[config.mk]
export PLATFORM = sky130hd
export DESIGN_NAME = mul8_seq_ctrl
export DESIGN_NICKNAME = d
export VERILOG_FILES = /design/src/rtl/mul8_seq_ctrl.sv
export SDC_FILE = /design/constraint.sdc
export NUM_CORES = 1
export LEC_CHECK = 0
export CAP_MARGIN = 10
export CORE_MARGIN = 3
export CORE_UTILIZATION = 55
export CTS_BUF_LIST = sky130_fd_sc_hd__clkbuf_4
export DETAILED_ROUTE_END_ITERATION = 7
export PLACE_DENSITY = 0.77
export SLEW_MARGIN = 20
export SYNTH_ARGS = -nofsm -noshare
export SYNTH_HDL_FRONTEND = slang
export SYNTH_HIERARCHICAL = 1
export SYNTH_SLANG_ARGS = --single-unit
[constraint.sdc]
create_clock -name clk -period 8.6 [get_ports clk]
set_clock_uncertainty 0.1 [all_clocks]
set_input_delay 0.86 -clock clk [delete_from_list [all_inputs] [get_ports clk]]
set_output_delay 0.86 -clock clk [all_outputs]
set_load 0.05 [all_outputs]
[src/rtl/mul8_seq_ctrl.sv]
// rtl/mul8_seq_ctrl.sv - 8x8 unsigned sequential multiplier built on one shared 4x4 multiplier
// Four nibble partial products are accumulated over four cycles, with valid/ready on both sides.

module i4bit_mul (
    input  logic [3:0] x_i,
    input  logic [3:0] y_i,
    output logic [7:0] p_o
);
    assign p_o = {4'b0000, x_i} * {4'b0000, y_i};
endmodule

module mul8_seq_ctrl #(
    parameter int unsigned ZERO_SKIP = 0
) (
    input  logic        clk,
    input  logic        rst,
    input  logic        in_valid,
    output logic        in_ready,
    input  logic [7:0]  a,
    input  logic [7:0]  b,
    output logic        out_valid,
    input  logic        out_ready,
    output logic [15:0] p,
    output logic        busy
);
    typedef enum logic [1:0] {IDLE, MUL, DONE} state_t;

    state_t      state_q;
    logic [1:0]  step_q;
    logic [7:0]  a_q;
    logic [7:0]  b_q;
    logic [15:0] acc_q;
    logic [15:0] acc_d;
    logic [15:0] p_q;
    logic        out_valid_q;
    logic        in_ready_q;
    logic        busy_q;

    logic [3:0]  nib_a;
    logic [3:0]  nib_b;
    logic [7:0]  pp;
    logic [15:0] pp_ext;
    logic        skip;

    // step[0] picks the high nibble of a, step[1] the high nibble of b
    assign nib_a  = step_q[0] ? a_q[7:4] : a_q[3:0];
    assign nib_b  = step_q[1] ? b_q[7:4] : b_q[3:0];
    assign pp_ext = {8'h00, pp};
    assign skip   = (ZERO_SKIP != 0) && ((a == 8'h00) || (b == 8'h00));

    i4bit_mul u_mul (
        .x_i (nib_a),
        .y_i (nib_b),
        .p_o (pp)
    );

    always_comb begin
        acc_d = acc_q;
        case (step_q)
            2'd0:    acc_d = acc_q + pp_ext;
            2'd3:    acc_d = acc_q + (pp_ext << 8);
            default: acc_d = acc_q + (pp_ext << 4);
        endcase
    end

    always_ff @(posedge clk) begin
        if (rst) begin
            state_q     <= IDLE;
            step_q      <= 2'd0;
            a_q         <= 8'h00;
            b_q         <= 8'h00;
            acc_q       <= 16'h0000;
            p_q         <= 16'h0000;
            out_valid_q <= 1'b0;
            in_ready_q  <= 1'b1;
            busy_q      <= 1'b0;
        end else begin
            case (state_q)
                IDLE: begin
                    if (in_valid && in_ready_q) begin
                        a_q        <= a;
                        b_q        <= b;
                        acc_q      <= 16'h0000;
                        step_q     <= 2'd0;
                        in_ready_q <= 1'b0;
                        busy_q     <= 1'b1;
                        if (skip) begin
                            state_q     <= DONE;
                            p_q         <= 16'h0000;
                            out_valid_q <= 1'b1;
                        end else begin
                            state_q <= MUL;
                        end
                    end
                end
                MUL: begin
                    acc_q  <= acc_d;
                    step_q <= step_q + 2'd1;
                    if (step_q == 2'd3) begin
                        state_q     <= DONE;
                        p_q         <= acc_d;
                        out_valid_q <= 1'b1;
                    end
                end
                DONE: begin
                    // p_q is left untouched so the last product stays readable in IDLE
                    if (out_ready) begin
                        state_q     <= IDLE;
                        out_valid_q <= 1'b0;
                        in_ready_q  <= 1'b1;
                        busy_q      <= 1'b0;
                    end
                end
                default: begin
                    state_q     <= IDLE;
                    out_valid_q <= 1'b0;
                    in_ready_q  <= 1'b1;
                    busy_q      <= 1'b0;
                end
            endcase
        end
    end

    assign in_ready  = in_ready_q;
    assign out_valid = out_valid_q;
    assign p         = p_q;
    assign busy      = busy_q;
endmodule

==> impl_metrics.ini, run 1 <==
[status]
status = complete, no violations

[global_route]
track_usage = 0.265
grt_first_pass_wirelength_um = 18500
antenna_found_initial = 0
grt_pass1_vias = 3666
grt_start_max_net_pins = 58
grt-ovfl-total = 0

[critical_path]
criticalPathCategory = flop to flop
cp_data_arrival_time_ns = 5.27
ff2ff_path_depth = 16
critPathCaptureType = flop
start_kind = flop
crit_required_ns = 8.76
cp_max_fo = 7

[logic_synthesis]
synth-seq-cells = 55
yosysWarnings = 6
syn_avg_cell_area_um2 = 8.27
synthFlopType = dfxtp_1
synth_edf_count = 0
async_flop_share = 0
netlist_instances = 515
syn_area_mm2 = 0.00426
ys_seq_area_frac = 0.258
synthesis.nets = 579
ys_types = 73

[sta]
setup-violations-final = 0
hold_ws_ns = 0.369
rsz0062_at_grt = no
maxSlewViolCount = 0
setup_tns_ns = 0
finalCritPeriodShare = 0.595
fmax_ghz = 0.195
period_needed_ns = 5.12
final-hold-violation-count = 0
max-slew-margin-rel = 0.347
tightest_slew_ns = 0.979

[floorplanning]
fp-row-count = 31
start_util = 0.578
die_w_um = 94.0
die_area_mm2 = 0.00884
dieHeight_um = 94.0
ios = 39
core_area_mm2 = 0.00737

[cts]
cts_tree = built
h-tree-depth = 2
cts_root_buffer = clkbuf_4
path_clk_slew_ns = 0.18
clock_latency_ns = 0.41
cts_buffers = 5
ctsHoldBuffers = 0
ctsResizeCount = 0
clk_path_buf_depth = 2
clock-sinks = 55
cts_setup_buffers = 0

[cells_and_area]
fill_cells = 660
fin_nets = 600
area_growth_pct = 10.6
drive_above_1_share = 0.0819
antenna_cells = 0

[place]
place_hpwl_um = 8630
place_congestion = 0.954
port_buffers = 38

[drt]
wl_per_cell_um = 18.0
via_count = 4005
drcViolationCount = 0
routed_wl_um = 11400
viasPerCell = 6.30
postRouteAntennaNets = 0
first_iter_violations = 296
firstDrtPassIters = 5

[power_and_ir_drop]
p_leak_nw = 1.90
p_per_area_mw_per_mm2 = 111
p_total_w = 0.000525
ir_drop_mv = 0.0731

[run]
maxCapViolations = 0

[hold_path]
holdPathStages = 2
hp-class = flop to flop
-- area by class of cell --
class	count	area, um2	share of cell area
Multi-Input combinational cell	417	2960	0.628
Sequential cell	55	1100	0.234
Timing Repair Buffer	40	390	0.0829
Tap cell	99	124	0.0263
Inverter	17	63.8	0.0135
Clock buffer	5	37.5	0.00797
Clock inverter	3	33.8	0.00717
-- flip-flops by register name (all words and copies together), names as in the netlist --
name       count
out_valid      1
p             16
in_ready       1
step_q         2
acc_q         16
busy           1
b_q            8
state_q        2
a_q            8
-- placed cells by master, fill, tap and decap left out, types with 4 or more instances in the layout --
master | Yosys | layout
nand2_1 | 63 | 63
dfxtp_1 | 55 | 55
a21oi_1 | 50 | 50
nor2_1 | 37 | 37
ha_1 | 37 | 37
clkdlybuf4s50_1 | 0 | 37
o21ai_0 | 21 | 21
inv_1 | 17 | 17
a211oi_1 | 16 | 16
and2_1 | 14 | 14
nand2b_1 | 11 | 11
nand3_1 | 11 | 11
a21o_1 | 9 | 9
nor3_1 | 9 | 9
a31oi_1 | 9 | 9
mux2_2 | 8 | 8
xnor2_1 | 8 | 8
nand4b_1 | 7 | 7
xor2_1 | 7 | 7
fa_1 | 7 | 7
o22ai_1 | 6 | 6
o31ai_1 | 5 | 5
a311oi_1 | 5 | 5
clkbuf_4 | 0 | 5
nor2b_1 | 4 | 4
a211o_1 | 4 | 4
mux2i_1 | 4 | 4
-- per-stage QoR --
stage	util	cell area [um2]	instances	setup slack (ns)
finish	0.639	4710	636	3.48
global route	0.639	4710	636	3.17
CTS	0.639	4710	636	3.55
detailed placement	0.629	4630	628	3.57
global placement	0.629	4630	628	3.75
floorplan	-	4260	515	4.03
-- worst paths after layout --
kind / start / end / slack [ns]
worst max register to register: step_q[1] / acc_q[15] / 3.48
worst max-delay path: step_q[1] / acc_q[15] / 3.48
worst min-delay path: a_q[0] / a_q[0] / 0.37
worst min register to register: a_q[0] / a_q[0] / 0.37
-- report_power, final --
| part | internal, W | total (W) | switching, W |
|---|---|---|---|
| Clock | 0.0000366 | 0.000135 | 0.0000981 |
| Combinational | 0.0000434 | 0.000114 | 0.0000709 |
| Sequential | 0.000264 | 0.000275 | 0.0000110 |
| Total | 0.000345 | 0.000525 | 0.000180 |
-- kinds of logic after synthesis --
kind of cell             Yosys count  share of synthesized area
AND/OR/NAND/NOR                  184                      0.222
AO/OA/AOI/OAI                    162                      0.269
flip-flops                        55                      0.258
adder cells (fa/ha/maj)           44                      0.142
buffers and inverters             43                     0.0479
XOR/XNOR                          15                     0.0308
multiplexers                      12                     0.0305
-- synthesized netlist by cell type (2+ instances only) --
library cell,instances,area (um2)
nand2_1,63,236
dfxtp_1,55,1100
a21oi_1,50,250
ha_1,37,463
nor2_1,37,139
o21ai_0,21,105
clkbuf_1,20,75.1
inv_1,17,63.8
a211oi_1,16,120
and2_1,14,87.6
nand2b_1,11,68.8
nand3_1,11,55.1
a21o_1,9,67.6
a31oi_1,9,56.3
nor3_1,9,45.0
mux2_2,8,90.1
xnor2_1,8,70.1
fa_1,7,140
nand4b_1,7,61.3
xor2_1,7,61.3
o22ai_1,6,37.5
a311oi_1,5,43.8
o31ai_1,5,37.5
a211o_1,4,35.0
clkbuf_8,4,55.1
mux2i_1,4,40.0
nor2b_1,4,25.0
a21boi_0,3,22.5
a21o_2,3,26.3
a22oi_1,3,22.5
nand3b_1,3,22.5
o21a_1,3,22.5
or3_1,3,18.8
a221oi_2,2,30.0
a41oi_1,2,17.5
and2_4,2,17.5
and3_1,2,12.5
nand4_1,2,12.5
nor3b_1,2,15.0
nor4_1,2,12.5
o21ai_1,2,10.0
o32ai_2,2,32.5
-- routing by layer --
metal / GRT usage / routed length [um] / vias up
met5: 0 / 0 / -
met4: 0.0686 / 204 / 0
met3: 0.0489 / 832 / 18
met2: 0.389 / 4980 / 156
met1: 0.397 / 5430 / 1908
li1: - / - / 1923
-- critical path, cell delays in order (launching register included) --
cell and delay [ns]:
dfxtp_1 0.50, mux2_2 0.41, nand2_1 0.10, fa_1 0.41
inv_1 0.09, fa_1 0.43, fa_1 0.48, a21o_2 0.22
a21oi_1 0.17, xnor2_1 0.24, ha_1 0.38, a21o_2 0.25
a21oi_1 0.27, nor2_1 0.12, o32a_1 0.36, a41oi_1 0.29
a211oi_1 0.14
Power figures use the tool's default switching activity.
==> run 2: changes to the inputs <==
- CORE_UTILIZATION: 55 -> 54
- PLACE_DENSITY: 0.77 -> 0.79
- clock period: 8.6 -> 4.6 ns (I/O delays scaled with it)
==> run 2 against run 1 <==
  * Global-route usage grew 0.42 points
  * Worst setup slack lost 3.4 ns
  * Clock power grew 81%
  * First-iteration DRC count grew 14%
  * Flip-flop and latch count is the same
  * Clock-buffer cell count is the same
  * Critical endpoint unchanged
  * Largest cell class unchanged
==> impl_metrics.ini, run 2 (synthesized netlist as in run 1, its figures left out) <==
[global_route]
grt_start_max_net_pins = 58
use_met1 = 0.386
grt_util_met3 = 0.0542
grt-busiest-layer = met2
antenna_found_initial = 0
grt-ovfl-total = 0
grt_pass1_vias = 3920
track_usage = 0.269
met2_usage = 0.413
grt_first_pass_wirelength_um = 19200

[floorplanning]
start_util = 0.572
ios = 39
fp-row-count = 31
dieHeight_um = 94.8
die_area_mm2 = 0.00899
core_area_mm2 = 0.00745
die_w_um = 94.8

[power_and_ir_drop]
p_leak_nw = 2.12
p_total_w = 0.00100
ir_drop_mv = 0.172
p_per_area_mw_per_mm2 = 190

[sta]
finalCritPeriodShare = 0.985
final-hold-violation-count = 0
max-slew-margin-rel = 0.278
maxSlewViolCount = 0
setup-violations-final = 0
period_needed_ns = 4.53
setup_tns_ns = 0
fmax_ghz = 0.221
tightest_slew_ns = 1.08

[cts]
clock_latency_ns = 0.39
path_clk_slew_ns = 0.18
clk_path_buf_depth = 2
cts_buffers = 5
ctsHoldBuffers = 0
cts_root_buffer = clkbuf_4
clock-sinks = 55
cts_tree = built
h-tree-depth = 2

[cells_and_area]
fin_nets = 637
mostFrequentLayoutCells = 60 x nand2_1, 53 x dfxtp_1, 45 x a21oi_1
area_growth_pct = 23.6
layout_commonest_cell = nand2_1
fill_cells = 597
drive_above_1_share = 0.202
fin_util = 0.707
antenna_cells = 0

[drt]
routed_wl_um = 12400
viasPerCell = 6.28
via_count = 4229
firstDrtPassIters = 7
drcViolationCount = 0
first_iter_violations = 337
wl_per_cell_um = 18.5
postRouteAntennaNets = 0

[critical_path]
cp_data_arrival_time_ns = 4.75
ff2ff_path_depth = 17
crit_required_ns = 4.82
criticalPathCategory = flop to flop
r2r-end = acc_q[15]
cp_max_fo = 5
rrSetupSlack_ns = 0.07
r2r-start = step_q[0]
critPathCaptureType = flop
start_kind = flop

[hold_path]
hold_start = a_q[3]
min_to = a_q[3]
hp-class = flop to flop
holdPathStages = 2

[place]
port_buffers = 38
place_congestion = 1.03
place_hpwl_um = 8950

[status]
status = complete, no violations

[run]
maxCapViolations = 0
## run 2: cell count changes in the layout (fill, tap and decap cells not counted), moves of 7 or more
| cell | delta |
|---|---|
| buf_4 | +36 |
| ha_1 | -8 |
| ha_4 | +8 |
| mux2_2 | -7 |
| mux2_4 | +7 |
## run 2: power breakdown
| group | internal, W | switching, W | total, W |
|---|---|---|---|
| registers | 0.000494 | 0.0000206 | 0.000515 |
| logic | 0.000100 | 0.000143 | 0.000243 |
| clock network | 0.0000685 | 0.000176 | 0.000244 |
## run 2: worst max path at each step
stage | start | endpoint | slack (ns)
2_1_floorplan | step_q[1] | acc_q[15] | 0.03
3_3_place_gp | step_q[1] | p[12] | -0.07
3_5_place_dp | step_q[0] | p[12] | -0.20
4_1_cts | step_q[1] | acc_q[15] | 0.006
5_1_grt | step_q[0] | acc_q[15] | -0.06
6_report | step_q[0] | acc_q[15] | 0.07
## run 2: critical path, stage by stage (launching register included)
cell	delay [ns]
dfxtp_4	0.43
mux2_4	0.32
nand2_1	0.08
fa_1	0.45
inv_2	0.10
fa_2	0.48
ha_4	0.29
a211oi_2	0.06
or4b_4	0.50
o2111ai_4	0.13
ha_4	0.18
buf_6	0.12
nand2_2	0.06
buf_4	0.14
a2111oi_4	0.40
o32a_1	0.23
a41oi_2	0.15
a211oi_2	0.22
## run 2: metrics by stage
step	cells	hold slack, ns	setup WS [ns]	area, um2
2_1_floorplan	515	0.333	0.0297	4260
3_3_place_gp	665	0.342	-0.0695	4910
3_5_place_dp	665	0.349	-0.195	4910
4_1_cts	674	0.369	0.00635	5040
5_1_grt	673	0.385	-0.0596	5270
6_report	673	0.372	0.0698	5270
## run 2: cell type report
class,instances,area (um2),area share
Clock buffer,5,37.5,0.00713
Multi-Input combinational cell,417,3230,0.613
Sequential cell,55,1110,0.211
Timing Repair Buffer,77,672,0.128
Inverter,17,63.8,0.0121
Clock inverter,3,33.8,0.00641
Tap cell,99,124,0.0235
## run 2: metal layers
metal | routed length [um] | up-vias | part of all wire
li1 | - | 2000 | -
met1 | 5610 | 2016 | 0.45
met2 | 5680 | 176 | 0.46
met3 | 847 | 37 | 0.068
met4 | 284 | 0 | 0.023
met5 | 0 | - | 0
## run 2: what timing repair did
action | 4_1_cts | 5_1_grt
setup endpoints to repair | 16 | 19
resized for setup | 14 | 40
pin swaps | 5 | 25
setup buffers | 1 | 1
==> run 3: changes to the inputs <==
- PLACE_DENSITY: 0.79 -> 0.86
==> run 3 against run 2 <==
  * The run now ends with negative setup slack left
  * Maximum frequency fell by 1.5%
  * Final cell count decreased by 0.89%
  * Via count up 1.5%
  * Clock-buffer cell count did not move
  * First-iteration DRC count rose by 15%
  * Register-to-register slack lost 0.07 ns
  * Global-route usage is 0.42 points higher
  * Worst setup slack got worse by 0.070 ns
  * Die area did not move
  * Combinational power about the same
  * Design area fell by 0.52%
==> impl_metrics.ini, run 3 (synthesized netlist as in run 1, its figures left out) <==
[cells_and_area]
design_area_mm2 = 0.00524
area_growth_pct = 23.0
antenna_cells = 0
layout_commonest_cell = nand2_1
fin_nets = 631
drive_above_1_share = 0.197
mostFrequentLayoutCells = 60 x nand2_1, 53 x dfxtp_1, 45 x a21oi_1

[global_route]
antenna_found_initial = 0
grt_pass1_vias = 4078
track_usage = 0.274
grt_start_max_net_pins = 58
grt_first_pass_wirelength_um = 19400
grt-ovfl-total = 0

[sta]
period_needed_ns = 4.60
max-slew-margin-rel = 0.349
layout_setup_ws_ns = -0.000636
tightest_slew_ns = 0.977
setup-violations-final = 1
maxSlewViolCount = 0
fmax_ghz = 0.217
finalCritPeriodShare = 1.00
final-hold-violation-count = 0
setup_tns_ns = -0.000636

[critical_path]
r2r-start = step_q[0]
rrSetupSlack_ns = -0.0006
crit_required_ns = 4.81
cp_max_fo = 5
cp_num_buf_inv = 3
slowest_delay_ns = 0.48
crit_top_cell = fa_2
start_kind = flop
critPathCaptureType = flop
ff2ff_path_depth = 17
cp_data_arrival_time_ns = 4.81
critical_path.top_delay_family = adder cells
slowest_stage = fa_2
worstPathCellList = mux2_4 -> nand2_2 -> fa_1 -> inv_1 -> fa_2 -> fa_2 -> a21o_4 -> a21oi_4 -> xnor2_2 -> ha_1 -> buf_6 -> nand2_1 -> buf_4 -> a2111oi_4 -> o32a_1 -> a41oi_2 -> a211oi_2
criticalPathCategory = flop to flop
r2r-end = p[15]

[drt]
routed_wl_um = 13000
first_iter_violations = 388
drcViolationCount = 0
postRouteAntennaNets = 0
firstDrtPassIters = 7
wl_per_cell_um = 19.5
via_count = 4292
viasPerCell = 6.43

[place]
place_ws_ns = -0.250
place_congestion = 0.999
port_buffers = 38
place_hpwl_um = 8950
placed_cell_area_mm2 = 0.00483

[cts]
clock_latency_ns = 0.39
cts_tree = built
cts_buffers = 5
path_clk_slew_ns = 0.17
cts_root_buffer = clkbuf_4
h-tree-depth = 2
clock-sinks = 55
clk_path_buf_depth = 2

[power_and_ir_drop]
p_per_area_mw_per_mm2 = 188
p_leak_nw = 2.08
ir_drop_mv = 0.202

[run]
maxCapViolations = 0

[floorplanning]
fp-row-count = 31
die_area_mm2 = 0.00899
ios = 39
core_area_mm2 = 0.00745
die_w_um = 94.8
start_util = 0.572
dieHeight_um = 94.8

[status]
status = finished with violations
violations = negative setup slack

[hold_path]
hp-class = flop to flop
min_to = busy
hold_start = busy
holdPathStages = 2
==> run 3: cell count changes in the layout (fill, tap and decap cells not counted), sizes merged <==
cell      delta
clkinvlp     +1
inv          -1
buf          -6
==> run 3: layer usage <==
layer  wire, um  GRT usage  vias up
met5          0          0        -
met4        303     0.0829        0
met3       1010     0.0550       32
met2       6270      0.446      218
met1       5460      0.365     2050
li1           -          -     1992
==> run 3: how the worst max path moves through the flow <==
stage	slack [ns]	cells after the start	from	to
2_1_floorplan	0.03	16	step_q[1]	acc_q[15]
5_1_grt	-0.14	17	step_q[0]	p[14]
4_1_cts	-0.01	17	step_q[0]	p[15]
3_3_place_gp	-0.06	16	step_q[0]	acc_q[15]
3_5_place_dp	-0.25	16	step_q[0]	p[15]
6_report	-0.0006	17	step_q[0]	p[15]
==> run 3: power by group <==
group / total (W) / internal, W / switching [W]
Combinational: 0.000246 / 0.0000982 / 0.000147
Sequential: 0.000515 / 0.000494 / 0.0000211
Clock: 0.000226 / 0.0000628 / 0.000163
Total: 0.000987 / 0.000655 / 0.000332
==> run 3: stage by stage <==
stage | utilization | cells | hold slack (ns) | total power [W]
2_1_floorplan | - | 515 | 0.333 | 0.000670
3_3_place_gp | 0.649 | 654 | 0.348 | 0.000735
3_5_place_dp | 0.649 | 654 | 0.355 | 0.000742
4_1_cts | 0.668 | 663 | 0.377 | 0.000961
5_1_grt | 0.703 | 667 | 0.399 | 0.00103
6_report | 0.703 | 667 | 0.376 | 0.000987
==> run 3: timing repair <==
item / in CTS / in global routing
resized for setup: 18 / 38
pin swaps: 2 / 19
hold buffers: 0 / 0
endpoints found under the setup margin: 20 / 20
buffers inserted: 1 / 4
==> run 3: area by class of cell <==
cell class	count	area (um2)
multi-input cells	417	3250
fillers	586	2210
flip-flops and latches	55	1110
repair buffers	71	631
well taps	99	124
inverters	17	63.8
clock buffers	5	37.5
clock inverters	3	23.8
==> run 3: worst min-delay path: stages (launching register included) <==
cell and delay, ns:
dfxtp_1 0.34, nand2_1 0.05, a21oi_1 0.05
